`src/rtl/time_pkg.sv`:
```
// time_pkg
// Shared definitions for the sequential BCD time adder.
//   state_t      : controller states (IDLE, ADD, FIX, DONE)
//   TIME_W       : width of a packed HH:MM:SS value (six BCD digits)
//   bcd_digit_t  : one 4-bit BCD digit
//   DIGIT_RADIX  : per-digit radix, element 0 = S1 ... element 5 = H10
package time_pkg;

  typedef enum logic [1:0] {
    IDLE = 2'd0,
    ADD  = 2'd1,
    FIX  = 2'd2,
    DONE = 2'd3
  } state_t;

  localparam int TIME_W = 24;

  typedef logic [3:0] bcd_digit_t;

  // Packed so element [0] is the rightmost entry: {H10, H1, M10, M1, S10, S1}.
  localparam logic [5:0][3:0] DIGIT_RADIX = {4'd10, 4'd10, 4'd6, 4'd10, 4'd6, 4'd10};

endpackage

```
`src/rtl/bcd_digit_add.sv`:
```
// bcd_digit_add
// Combinational single-digit adder with a selectable radix (10 or 6).
// Ports:
//   a, b   in  4  operand digits
//   cin    in  1  carry from the next lower digit
//   radix  in  4  radix of this digit position
//   digit  out 4  result digit
//   cout   out 1  carry into the next higher digit
module bcd_digit_add
  import time_pkg::*;
(
  input  bcd_digit_t a,
  input  bcd_digit_t b,
  input  logic       cin,
  input  bcd_digit_t radix,
  output bcd_digit_t digit,
  output logic       cout
);

  logic [4:0] total;

  // Five bits hold any a+b+cin, so the compare against the radix never wraps.
  assign total = {1'b0, a} + {1'b0, b} + {4'd0, cin};

  // A single subtraction of the radix is enough for legal digits; illegal
  // digits still give a fixed, repeatable result because the difference is
  // simply truncated to four bits.
  always_comb begin
    digit = total[3:0];
    cout  = 1'b0;
    if (total >= {1'b0, radix}) begin
      digit = 4'(total - {1'b0, radix});
      cout  = 1'b1;
    end
  end

endmodule

```
`src/rtl/bcd_time_adder_seq.sv`:
```
// bcd_time_adder_seq
// Adds two HH:MM:SS BCD values one digit per clock (S1 first, H10 last),
// then applies an hour ceiling by wrapping or saturating.
// Parameters:
//   HOUR_MAX  largest legal hour (1..99)
//   WRAP      0 = saturate to HOUR_MAX:59:59, 1 = wrap modulo HOUR_MAX+1
// Ports:
//   clock      in  1   rising-edge clock
//   reset      in  1   asynchronous, active-high
//   start      in  1   launch request, only looked at while idle
//   a_time     in  24  operand A {H10,H1,M10,M1,S10,S1}
//   b_time     in  24  operand B, same layout
//   busy       out 1   high from acceptance through the done cycle
//   done       out 1   one-cycle pulse, sum valid
//   sum        out 24  result, held until the next result write
//   carry_out  out 1   hour ceiling was exceeded by the last sum
//   error      out 1   invalid operand (only with TIME_ADDER_CHECK_EN)
// Build option:
//   TIME_ADDER_CHECK_EN  validates operands on capture; without it error is 0.
module bcd_time_adder_seq
  import time_pkg::*;
#(
  parameter int HOUR_MAX = 99,
  parameter int WRAP     = 0
)(
  input  logic              clock,
  input  logic              reset,
  input  logic              start,
  input  logic [TIME_W-1:0] a_time,
  input  logic [TIME_W-1:0] b_time,
  output logic              busy,
  output logic              done,
  output logic [TIME_W-1:0] sum,
  output logic              carry_out,
  output logic              error
);

  localparam logic [7:0]        HOUR_MAX_B = 8'(HOUR_MAX);
  localparam logic [7:0]        HOUR_LIMIT = 8'(HOUR_MAX + 1);
  localparam logic [TIME_W-1:0] SAT_SUM    = {4'(HOUR_MAX / 10), 4'(HOUR_MAX % 10), 16'h5959};

  state_t            state;
  logic [TIME_W-1:0] a_reg;
  logic [TIME_W-1:0] b_reg;
  logic [TIME_W-1:0] acc;
  logic              carry;
  logic [2:0]        idx;

  bcd_digit_t dig_a;
  bcd_digit_t dig_b;
  bcd_digit_t dig_radix;
  bcd_digit_t dig_sum;
  logic       dig_cout;

  logic [7:0]        hours_bin;
  logic [7:0]        hours_wrap;
  bcd_digit_t        wrap_tens;
  bcd_digit_t        wrap_ones;
  logic [TIME_W-1:0] fix_sum;
  logic              fix_carry;

  // Select the operand digits and radix for the digit index being added, so
  // one digit adder serves all six positions.
  always_comb begin
    dig_a     = a_reg[3:0];
    dig_b     = b_reg[3:0];
    dig_radix = DIGIT_RADIX[0];
    for (int i = 1; i < 6; i++) begin
      if (idx == 3'(i)) begin
        dig_a     = a_reg[4*i +: 4];
        dig_b     = b_reg[4*i +: 4];
        dig_radix = DIGIT_RADIX[i];
      end
    end
  end

  bcd_digit_add u_digit (
    .a     (dig_a),
    .b     (dig_b),
    .cin   (carry),
    .radix (dig_radix),
    .digit (dig_sum),
    .cout  (dig_cout)
  );

  // Hour correction. The carry left over from H10 is worth 100 hours, so the
  // full hour count is rebuilt in binary before comparing with the ceiling.
  // One subtraction of HOUR_MAX+1 covers every sum of two legal operands.
  always_comb begin
    hours_bin  = (carry ? 8'd100 : 8'd0) + 8'(acc[23:20]) * 8'd10 + 8'(acc[19:16]);
    hours_wrap = hours_bin - HOUR_LIMIT;
    wrap_tens  = 4'(hours_wrap / 8'd10);
    wrap_ones  = 4'(hours_wrap % 8'd10);
    fix_sum    = acc;
    fix_carry  = 1'b0;
    if (hours_bin > HOUR_MAX_B) begin
      fix_carry = 1'b1;
      if (WRAP != 0) begin
        fix_sum = {wrap_tens, wrap_ones, acc[15:0]};
      end else begin
        fix_sum = SAT_SUM;
      end
    end
  end

`ifdef TIME_ADDER_CHECK_EN
  logic a_ok;
  logic b_ok;

  // Operand check: every digit within its radix and the hour field within
  // the ceiling. Hours are only trusted once both hour digits are below 10.
  function automatic logic time_ok(input logic [TIME_W-1:0] t);
    logic ok;
    ok = 1'b1;
    for (int i = 0; i < 6; i++) begin
      if (t[4*i +: 4] >= DIGIT_RADIX[i]) begin
        ok = 1'b0;
      end
    end
    if (ok && ((8'(t[23:20]) * 8'd10 + 8'(t[19:16])) > HOUR_MAX_B)) begin
      ok = 1'b0;
    end
    return ok;
  endfunction

  assign a_ok = time_ok(a_time);
  assign b_ok = time_ok(b_time);
`else
  assign error = 1'b0;
`endif

  // Controller. IDLE captures operands, ADD walks the six digits while
  // carrying, FIX writes the corrected result, DONE emits the pulse. All
  // handshake outputs are registered here so they change only on edges.
  always_ff @(posedge clock or posedge reset) begin
    if (reset) begin
      state     <= IDLE;
      a_reg     <= '0;
      b_reg     <= '0;
      acc       <= '0;
      carry     <= 1'b0;
      idx       <= 3'd0;
      busy      <= 1'b0;
      done      <= 1'b0;
      sum       <= '0;
      carry_out <= 1'b0;
`ifdef TIME_ADDER_CHECK_EN
      error     <= 1'b0;
`endif
    end else begin
      case (state)
        IDLE: begin
          if (start) begin
            a_reg <= a_time;
            b_reg <= b_time;
            acc   <= '0;
            carry <= 1'b0;
            idx   <= 3'd0;
            busy  <= 1'b1;
`ifdef TIME_ADDER_CHECK_EN
            if (a_ok && b_ok) begin
              error <= 1'b0;
              state <= ADD;
            end else begin
              error <= 1'b1;
              done  <= 1'b1;
              state <= DONE;
            end
`else
            state <= ADD;
`endif
          end
        end
        ADD: begin
          for (int i = 0; i < 6; i++) begin
            if (idx == 3'(i)) begin
              acc[4*i +: 4] <= dig_sum;
            end
          end
          carry <= dig_cout;
          if (idx == 3'd5) begin
            state <= FIX;
          end else begin
            idx <= idx + 3'd1;
          end
        end
        FIX: begin
          sum       <= fix_sum;
          carry_out <= fix_carry;
          done      <= 1'b1;
          state     <= DONE;
        end
        DONE: begin
          done  <= 1'b0;
          busy  <= 1'b0;
          state <= IDLE;
        end
        default: begin
          state <= IDLE;
        end
      endcase
    end
  end

endmodule
```
`config.mk`:
```
export PLATFORM = sky130hd
export DESIGN_NAME = bcd_time_adder_seq
export DESIGN_NICKNAME = d
export VERILOG_FILES = /design/src/rtl/time_pkg.sv /design/src/rtl/bcd_digit_add.sv /design/src/rtl/bcd_time_adder_seq.sv
export SDC_FILE = /design/constraint.sdc
export NUM_CORES = 1
export LEC_CHECK = 0
export ABC_AREA = 1
export CAP_MARGIN = 20
export CORE_MARGIN = 4
export CORE_UTILIZATION = 55
export CTS_BUF_LIST = sky130_fd_sc_hd__clkbuf_8
export DETAILED_ROUTE_END_ITERATION = 7
export HOLD_SLACK_MARGIN = 0.12
export PLACE_DENSITY = 0.81
export SYNTH_ARGS = -nofsm -noshare
export SYNTH_HDL_FRONTEND = slang
export SYNTH_SLANG_ARGS = --single-unit
export TNS_END_PERCENT = 30
```
`constraint.sdc`:
```
create_clock -name clock -period 4.3 [get_ports clock]
set_input_delay 0.86 -clock clock [delete_from_list [all_inputs] [get_ports clock]]
set_output_delay 0.86 -clock clock [all_outputs]
set_load 0.02 [all_outputs]
```
# == Word level (Yosys, flattened, before mapping) ==
# Index checks and enable logic that the tools add are counted.
# word_totals
ff_bits,105
latch_bits,0
ram_bits,0
mem_bits_ro,0
elab_cells,95
mem_count,0
# op_classes
add_sub_neg,6
multipliers,1
div_mod_pow,0
magnitude_cmp,2
n_eq_ne,16
shifts,0
n_mux,39
n_bitwise,0
reduce_logical,16
# ops
op,count
$mux W4,22
$mux W24,2
$pmux W24 S2,1
$reduce_and A3 Y1,7
$ne A2 B2 Y1 const B,8
$add A7 B8 Y8,1
$add A8 B4 Y8,1
$gt A8 B7 Y1 const B,1
$pmux W2 S4,1
$reduce_and A2 Y1,4
$mul A4 B3 Y7 const B,1
$mux W7,1
$eq A3 B2 Y1 const B,2
$eq A3 B3 Y1 const B,2
$mux W3,2
$pmux W1 S2,3
$pmux W3 S2,1
$reduce_bool A2 Y1,3
$add A4 B4 Y5,1
$add A5 B1 Y5,1
$ge A5 B4 Y1,1
$eq A2 B2 Y1 const B,2
$mux W1,4
$mux W2,2
other kinds (6),6

# == Logic depth before layout (Yosys ltp) ==
# Gate-level depths: netlist of run 1.
# depth
word_depth,12
mapped_depth,25

# == Modules after synthesis ==
# Synthesis of run 1 repeated with hierarchy kept, for this count alone.
# unflattened
hier_cells,683
hier_area_um2,5592.9
# by_module_without_submodules
mod,instances,cells_each,area_each_um2,seq_area_each_um2
bcd_time_adder_seq,1,626,5201.2,2627.5
bcd_digit_add,1,57,391.6,0.0

# == Worst setup path after synthesis of run 1 ==
# OpenSTA, ideal clock, no wires.
# synth_timing
path_kind,flip-flop to flip-flop
start,register idx[0]
end,register acc[14]
setup_time_ns,0.065
t_arrival_ns,3.521
required_ns,4.235
setup_slack_ns,0.713
path_stages_with_launch,20
path_buffers,1
synth_period_minus_slack_ns,3.587
cell_sequence,dfrtp_1 > ha_1 > ha_1 > inv_1 > clkbuf_1 > nand2_1 > o21ai_1 > nand2_1 > nand2_1 > nand2_1 > fa_1 > inv_1 > fa_1 > fa_1 > o21a_1 > nand3_1 > inv_1 > nand2_1 > nand4_1 > nand2_1
# synth_via
elab_chain_cells,12
# synth_rtl
item,line,source
start: declaration,bcd_time_adder_seq.sv:47,logic [2:0] idx;
start signal: assignment,bcd_time_adder_seq.sv:184,idx <= idx + 3'd1;
$eq A3 B1 Y1,bcd_time_adder_seq.sv:69,if (idx == 3'(i)) begin
$mux W4 (5 in series),bcd_time_adder_seq.sv:69,
$add A4 B4 Y5,bcd_digit_add.sv:23,"assign total = {1'b0, a} + {1'b0, b} + {4'd0, cin};"
$add A5 B1 Y5,bcd_digit_add.sv:23,
$sub A4 B4 Y4 / $ge A5 B4 Y1 (equally long branches),"bcd_digit_add.sv:32, bcd_digit_add.sv:31",
$mux W4,bcd_digit_add.sv:31,"if (total >= {1'b0, radix}) begin"
$mux W4,bcd_time_adder_seq.sv:176,if (idx == 3'(i)) begin
$pmux W24 S2,bcd_time_adder_seq.sv:151,case (state)
end signal: indexed assignment,bcd_time_adder_seq.sv:177,acc[4*i +: 4] <= dig_sum;
end: declaration,bcd_time_adder_seq.sv:45,logic [TIME_W-1:0] acc;
# Parallel ways exist; a longest one is shown, timed or not. The select of a mux whose other input is x is not followed.
# A chain may end at the register's enable or synchronous reset.

# == Worst setup path after layout of run 1 ==
# layout_timing
start,register idx[1]
end,register acc[15]
# Same word-level chain as after synthesis.

==> results of run 1 <==
[logic make-up after synthesis]
group / synth area share [%]
simple gates: 26.23
flops: 48.19
buf+inv: 6.264
compound gates: 8.008
fa+ha+maj: 8.398
mux: 2.203
xor+xnor: 0.6426
other cells: 0.06877
[Yosys cell counts]
cell type	number
nand2_1	282
dfrtp_1	105
inv_1	57
o21ai_0	42
ha_1	27
nor2_1	16
nand3_1	14
nand3b_1	14
clkbuf_1	13
nand4_1	13
mux2i_1	12
a21oi_1	9
buf_2	6
fa_1	6
nand2_2	6
o21bai_1	6
a211oi_1	3
buf_4	3
inv_2	3
o211ai_1	3
o21ai_1	3
o21ai_2	3
o31ai_1	2
xnor2_1	2
xor2_1	2
a21oi_2	1
buf_1	1
buf_6	1
conb_1	1
nand2_4	1
o211ai_2	1
o21a_1	1
o22ai_1	1
or2_2	1
[metrics by stage]
stage               power, mW  setup TNS [ns]
floorplan               4.007               0
global placement        4.738               0
detailed placement      4.847               0
CTS                     5.577               0
global route            6.133        -0.01058
finish                  5.624               0
[report_power, final]
| part | internal (mW) | switching, mW |
|---|---|---|
| combinational | 1.17 | 2.15 |
| clock | 0.341 | 0.366 |
| sequential | 1.37 | 0.228 |
[what timing repair did]
item                                    4_1_cts  5_1_grt
setup buffers                                 0        7
resized for setup                             0        5
endpoints found under the setup margin        0       14
hold buffers                                  0        0
[path summary, 6_finish.rpt]
check | cells after the start | startpoint | to
min in group asynchronous | 2 | reset | sum[16]
worst min-delay path | 2 | sum[17] | sum[17]
max in group asynchronous | 3 | reset | sum[8]
worst max register to register | 22 | idx[1] | acc[15]
worst min register to register | 2 | sum[17] | sum[17]
worst max-delay path | 22 | idx[1] | acc[15]
[area by class of cell]
| type | instances | area, µm² |
|---|---|---|
| fill | 801 | 3108 |
| tap | 133 | 166.4 |
| multi-input combinational | 472 | 2489 |
| timing repair buffer | 88 | 865.8 |
| inverter | 60 | 239.0 |
| clock inverter | 7 | 110.1 |
| clock buffer | 9 | 123.9 |
| sequential | 105 | 2628 |
[per-layer routing]
metal / global-route usage [%] / vias up
met5: 0 / -
met4: 7.845 / 0
met1: 26.61 / 2086
li1: - / 2245
met2: 36.77 / 112
met3: 3.899 / 29
[worst max-delay path: cells and delay by family, from the launching register on]
| family | cells | cell delay [ns] |
|---|---|---|
| fa+ha+maj | 4 | 1.33 |
| flops | 1 | 0.42 |
| simple gates | 9 | 1.05 |
| buf+inv | 5 | 0.46 |
| compound gates | 3 | 0.45 |
| xor+xnor | 1 | 0.24 |
==> results by group, run 1 <==
Worst setup path
  – Crit-path cells: inv_1 -> ha_1 -> inv_1 -> nor2_2 -> nand2_1 -> a21oi_1 -> o21ai_1 -> nand2_1 -> nand2_1 -> nand2_1 -> fa_1 -> inv_1 -> fa_1 -> xnor2_1 -> inv_1 -> fa_1 -> o21a_1 -> nand3_1 -> inv_1 -> nand2_1 -> nand4_1 -> nand2_1
  – Largest stage delay on the critical path: 0.47 ns
  – Worst setup SP type: register
  – Critical Path End Type: register
  – Crit path max fanout: 6
  – CP Class: register to register
  – CP Data Required Time: 4.62 ns
  – Critical path's most frequent cell: nand2_1
  – CP max-delay cell: fa_1
  – R2r setup slk: 0.27 ns
  – CP arrival: 4.35 ns

Yosys
  – Post-Syn Area: 5453 µm²
  – Area leader, netlist: dfrtp_1
  – Post-synth top area share: 48.19%
  – Net Count, Synth: 745
  – Yosys cell types: 34
  – Post-Synthesis Cells: 661
  – Warnings, synthesis: 0
  – Number of synthesized register bits: 105
  – Synthesized area per cell: 8.249 µm²
  – Sequential fraction of the synthesis area: 48.19%
  – Top post-synthesis cells by area: dfrtp_1, nand2_1, ha_1, inv_1, o21ai_0

CTS
  – TritonCTS Buffers: 9
  – Clk sinks: 105
  – CTS tree: built
  – Clock tree buffer depth: 2
  – CTS H-tree lvls: 3
  – Root buf cell: clkbuf_8
  – CTS clk-pin slew, worst paths: 0.11 ns
  – Skew-Pair Late Insertion Delay: 0.38 ns

Die
  – Core Box Area: 9729 µm²
  – Initial core utilization: 56.04%
  – Full die area: 11570 µm²
  – Row count: 36
  – Ports: 79
  – Die Y: 107.6 µm
  – Die width: 107.6 µm

STA
  – Worst setup margin: 0.2698 ns
  – Final Cycle Share: 93.73%
  – Measured slew at the worst slew-check pin: 0.7333 ns
  – Final Max Slew Viols: 0
  – Hold Fails Final Rpt: 0
  – Hold_ws: 0.4893 ns
  – Fmax: 0.2481 GHz
  – Final Setup Violations: 0
  – Final clock skew: 0.01519 ns
  – Fin crit period: 4.030 ns
  – Slew HR: 51.11%

Drt
  – Iter 0 DRT Violations: 170
  – Final ANT Viol Nets: 0
  – Top sig layer: met4
  – Drt total wl: 11830 µm
  – Vias after detailed routing: 4472
  – Drt drc: 0
  – Vias per std cell: 5.117
  – DRT Pass-1 Iters: 5
  – Metal3 WL: 535 µm
  – Met2 WL: 5896 µm
  – Wire length on met1: 5113 µm
  – Routed WL per cell: 13.54 µm

Layout
  – Layout Cells excl Fill: 874
  – Commonest non-fill, non-tap cell in the layout: nand2_1
  – Final #Nets: 820
  – Share of layout cells above drive strength 1: 6.613%
  – Diode count: 0
  – Layout Utilization: 68.06%
  – Area growth from synthesis to layout: 21.43%
  – Design Area, Final: 6621 µm²
  – Commonest cells after routing, fill and taps aside: nand2_1, dfrtp_1, clkdlybuf4s50_1

Placement
  – IO buf count: 77
  – RePlAce Congestion: 0.9306
  – Post-placement cell count: 851
  – Post-DP HPWL: 8775 µm
  – DP Worst Slack: 0.3465 ns
  – Post-DP Area: 6319 µm²

GRT
  – GRT Overall Usage: 21.28%
  – Largest net degree at the start of global routing: 63
  – Overflow after GRT: 0
  – Initial antenna violation count: 0
  – First-pass GRT wire length: 19830 µm
  – Number of global-route vias before repair: 4385

Power and ir drop
  – Pwr Density: 849.4 nW/µm²
  – Leak Pwr: 3.476 nW
  – Peak supply drop: 0.0005482 V

Status
  – Status: completed

Hold path
  – Worst min-delay path class: register to register

Run
  – Maxcap violations: 0
Note: power is estimated with default switching activity, not from simulation.
==> inputs of run 2 (changes only) <==
CTS_BUF_LIST = sky130_fd_sc_hd__clkbuf_4 sky130_fd_sc_hd__clkbuf_8   (was sky130_fd_sc_hd__clkbuf_8)
==> results of run 2 <==
Final layout, timing and power as in run 1 (identical DEF).
==> inputs of run 3 (changes only) <==
clock period = 4.4 ns   (was 4.3 ns; I/O delays follow)
==> run 3 against run 2 <==
Worst hold slack got worse by 0.0042 ns. Cell count fell by 0.80%. Setup slack better by 0.11 ns. First-iteration DRC count rose by 24%. Sequential power down 3%. Wire length grew 1.9%. Critical path depth shrank 5. Cell area decreased by 1.1%. Total power decreased by 3.3%. Critical endpoint unchanged. Largest cell class unchanged. Highest routed layer unchanged.
==> results by group, run 3 (synthesized netlist as in run 1, its figures left out) <==
Layout
  – Fill cells: 834 (+4.1%)
  – Final #Nets: 815 (-0.61%)
  – Design Area, Final: 6549 µm² (-1.1%)
  – Commonest non-fill, non-tap cell in the layout: nand2_1
  – Commonest cells after routing, fill and taps aside: nand2_1, dfrtp_1, clkdlybuf4s50_1
  – Diode count: 0 (unchanged)
  – Share of layout cells above drive strength 1: 5.450% (-1.2 points)
  – Layout Utilization: 67.31% (-0.75 points)
  – Area growth from synthesis to layout: 20.10%

STA
  – Final Setup Violations: 0 (unchanged)
  – Setup TNS: 0 ns (unchanged)
  – Fmax: 0.2487 GHz (+0.25%)
  – Fin crit period: 4.020 ns (-0.01006 ns)
  – Final clock skew: 0.007854 ns (-0.007335 ns)
  – Final Max Slew Viols: 0 (unchanged)
  – Hold Fails Final Rpt: 0 (unchanged)
  – Measured slew at the worst slew-check pin: 0.7433 ns (+0.01000 ns)
  – Final Cycle Share: 91.37% (-2.4 points)
  – Slew HR: 50.45% (-0.67 points)
  – Worst setup margin: 0.3799 ns (+0.1101 ns)

Drt
  – Drt total wl: 12050 µm (+1.9%)
  – Vias after detailed routing: 4500 (+0.63%)
  – Routed WL per cell: 13.90 µm (+2.7%)
  – Iter 0 DRT Violations: 211 (+24%)
  – Drt drc: 0 (unchanged)
  – DRT Pass-1 Iters: 4 (-1)
  – Vias per std cell: 5.190 (+1.4%)
  – Final ANT Viol Nets: 0 (unchanged)

Worst setup path
  – Worst flop-to-flop path startpoint: idx[0]
  – CP Data Required Time: 4.71 ns (+0.09 ns)
  – R2r setup slk: 0.38 ns (+0.11 ns)
  – CP Class: register to register
  – CP arrival: 4.33 ns (-0.02 ns)
  – Critical Path End Type: register
  – Critical path origin: idx[0]
  – Crit path max fanout: 14 (+8)
  – Worst setup SP type: register

Placement
  – DP Worst Slack: 0.3442 ns (-0.002326 ns)
  – Post-DP Area: 6311 µm² (-0.12%)
  – IO buf count: 77 (unchanged)
  – RePlAce Congestion: 0.9460 (+1.7%)
  – Post-DP HPWL: 8865 µm (+1.0%)

CTS
  – Post-CTS Hold Buffers: 0 (unchanged)
  – CTS tree: built
  – Clk sinks: 105 (unchanged)
  – Skew-Pair Late Insertion Delay: 0.37 ns (about the same)
  – TritonCTS Buffers: 9 (unchanged)
  – CTS H-tree lvls: 3 (unchanged)
  – Root buf cell: clkbuf_8
  – CTS clk-pin slew, worst paths: 0.09 ns (-0.02 ns)
  – Clock tree buffer depth: 2 (unchanged)

Die
  – Initial core utilization: 56.04% (unchanged)
  – Row count: 36 (unchanged)
  – Full die area: 11570 µm² (unchanged)
  – Ports: 79 (unchanged)
  – Die width: 107.6 µm (unchanged)
  – Die Y: 107.6 µm (unchanged)
  – Core Box Area: 9729 µm² (unchanged)

GRT
  – Grt met3 use: 3.719% (-0.18 points)
  – GRT Max-Usage Layer: met2
  – Overflow after GRT: 0 (unchanged)
  – Initial antenna violation count: 0 (unchanged)
  – Met1 Usage GRT: 27.09% (+0.48 points)
  – GRT met2 Usage: 38.72% (+2.0 points)
  – Number of global-route vias before repair: 4433 (+1.1%)
  – GRT Overall Usage: 22.01% (+0.73 points)
  – First-pass GRT wire length: 20290 µm (+2.3%)
  – Largest net degree at the start of global routing: 63 (unchanged)

Status
  – Status: completed

Hold path
  – Worst min-delay path class: register to register
  – Hold_sp: sum[18]

Run
  – Maxcap violations: 0 (unchanged)

Power and ir drop
  – Peak supply drop: 0.0005412 V (-1.3%)
  – Design Power: 5.441 mW (-3.3%)
  – Leak Pwr: 3.451 nW (-0.72%)
  – Pwr Density: 830.8 nW/µm² (-2.2%)
run 3: changes by cell type in the layout (fill, tap and decap cells not counted), sizes merged:
cell / change
buf: -5
clkbuf: +2
clkinv: -1
clkinvlp: -2
inv: -1
run 3: routing by layer:
layer / routed length, µm / up-vias / share of wire (%)
met1: 5057 / 2128 / 42
met3: 570 / 16 / 4.7
li1: - / 2231 / -
met5: 0 / - / 0
met4: 216 / 0 / 1.8
met2: 6208 / 125 / 52
run 3: per-stage QoR:
step / std cells / hold slack (ns)
2_1_floorplan: 661 / 0.4436
3_3_place_gp: 850 / 0.4632
3_5_place_dp: 850 / 0.4659
4_1_cts: 864 / 0.4889
5_1_grt: 867 / 0.5140
6_report: 867 / 0.4851
run 3: area by class of cell:
cell class,count,area (µm²),share of cell area (%)
tap,133,166.4,2.541
multi-input combinational,472,2489,38.00
clock inverter,3,67.56,1.032
inverter,60,231.5,3.535
sequential,105,2628,40.12
timing repair buffer,83,828.3,12.65
clock buffer,11,138.9,2.121
run 3: worst paths after layout:
check,endpoint,cells after the start
hold / removal,sum[18],2
setup reg to reg,acc[15],17
min in group asynchronous,sum[16],2
max in group asynchronous,idx[0],3
setup / recovery,acc[15],17
hold reg to reg,sum[18],2
run 3: where the power goes:
| group | switching, mW | internal [mW] | total (mW) | leakage (nW) |
|---|---|---|---|---|
| combinational | 2.11 | 1.13 | 3.24 | 1.99 |
| clock | 0.310 | 0.327 | 0.637 | 0.102 |
| sequential | 0.223 | 1.34 | 1.56 | 1.35 |
run 3: what timing repair did:
| action | CTS | global route |
|---|---|---|
| setup buffers | 0 | 3 |
| resized for setup | 0 | 3 |
| setup endpoints to repair | 0 | 18 |
run 3: critical path, stage by stage, from the launching register on:
cell	delay, ns
dfrtp_1	0.42
ha_1	0.22
ha_1	0.25
inv_1	0.31
o211ai_1	0.18
a21oi_1	0.23
fa_1	0.24
inv_1	0.06
fa_1	0.40
xnor2_1	0.22
inv_1	0.11
fa_1	0.47
o21a_1	0.22
nand3_1	0.15
inv_1	0.09
nand2_1	0.18
nand4_1	0.12
nand2_1	0.11
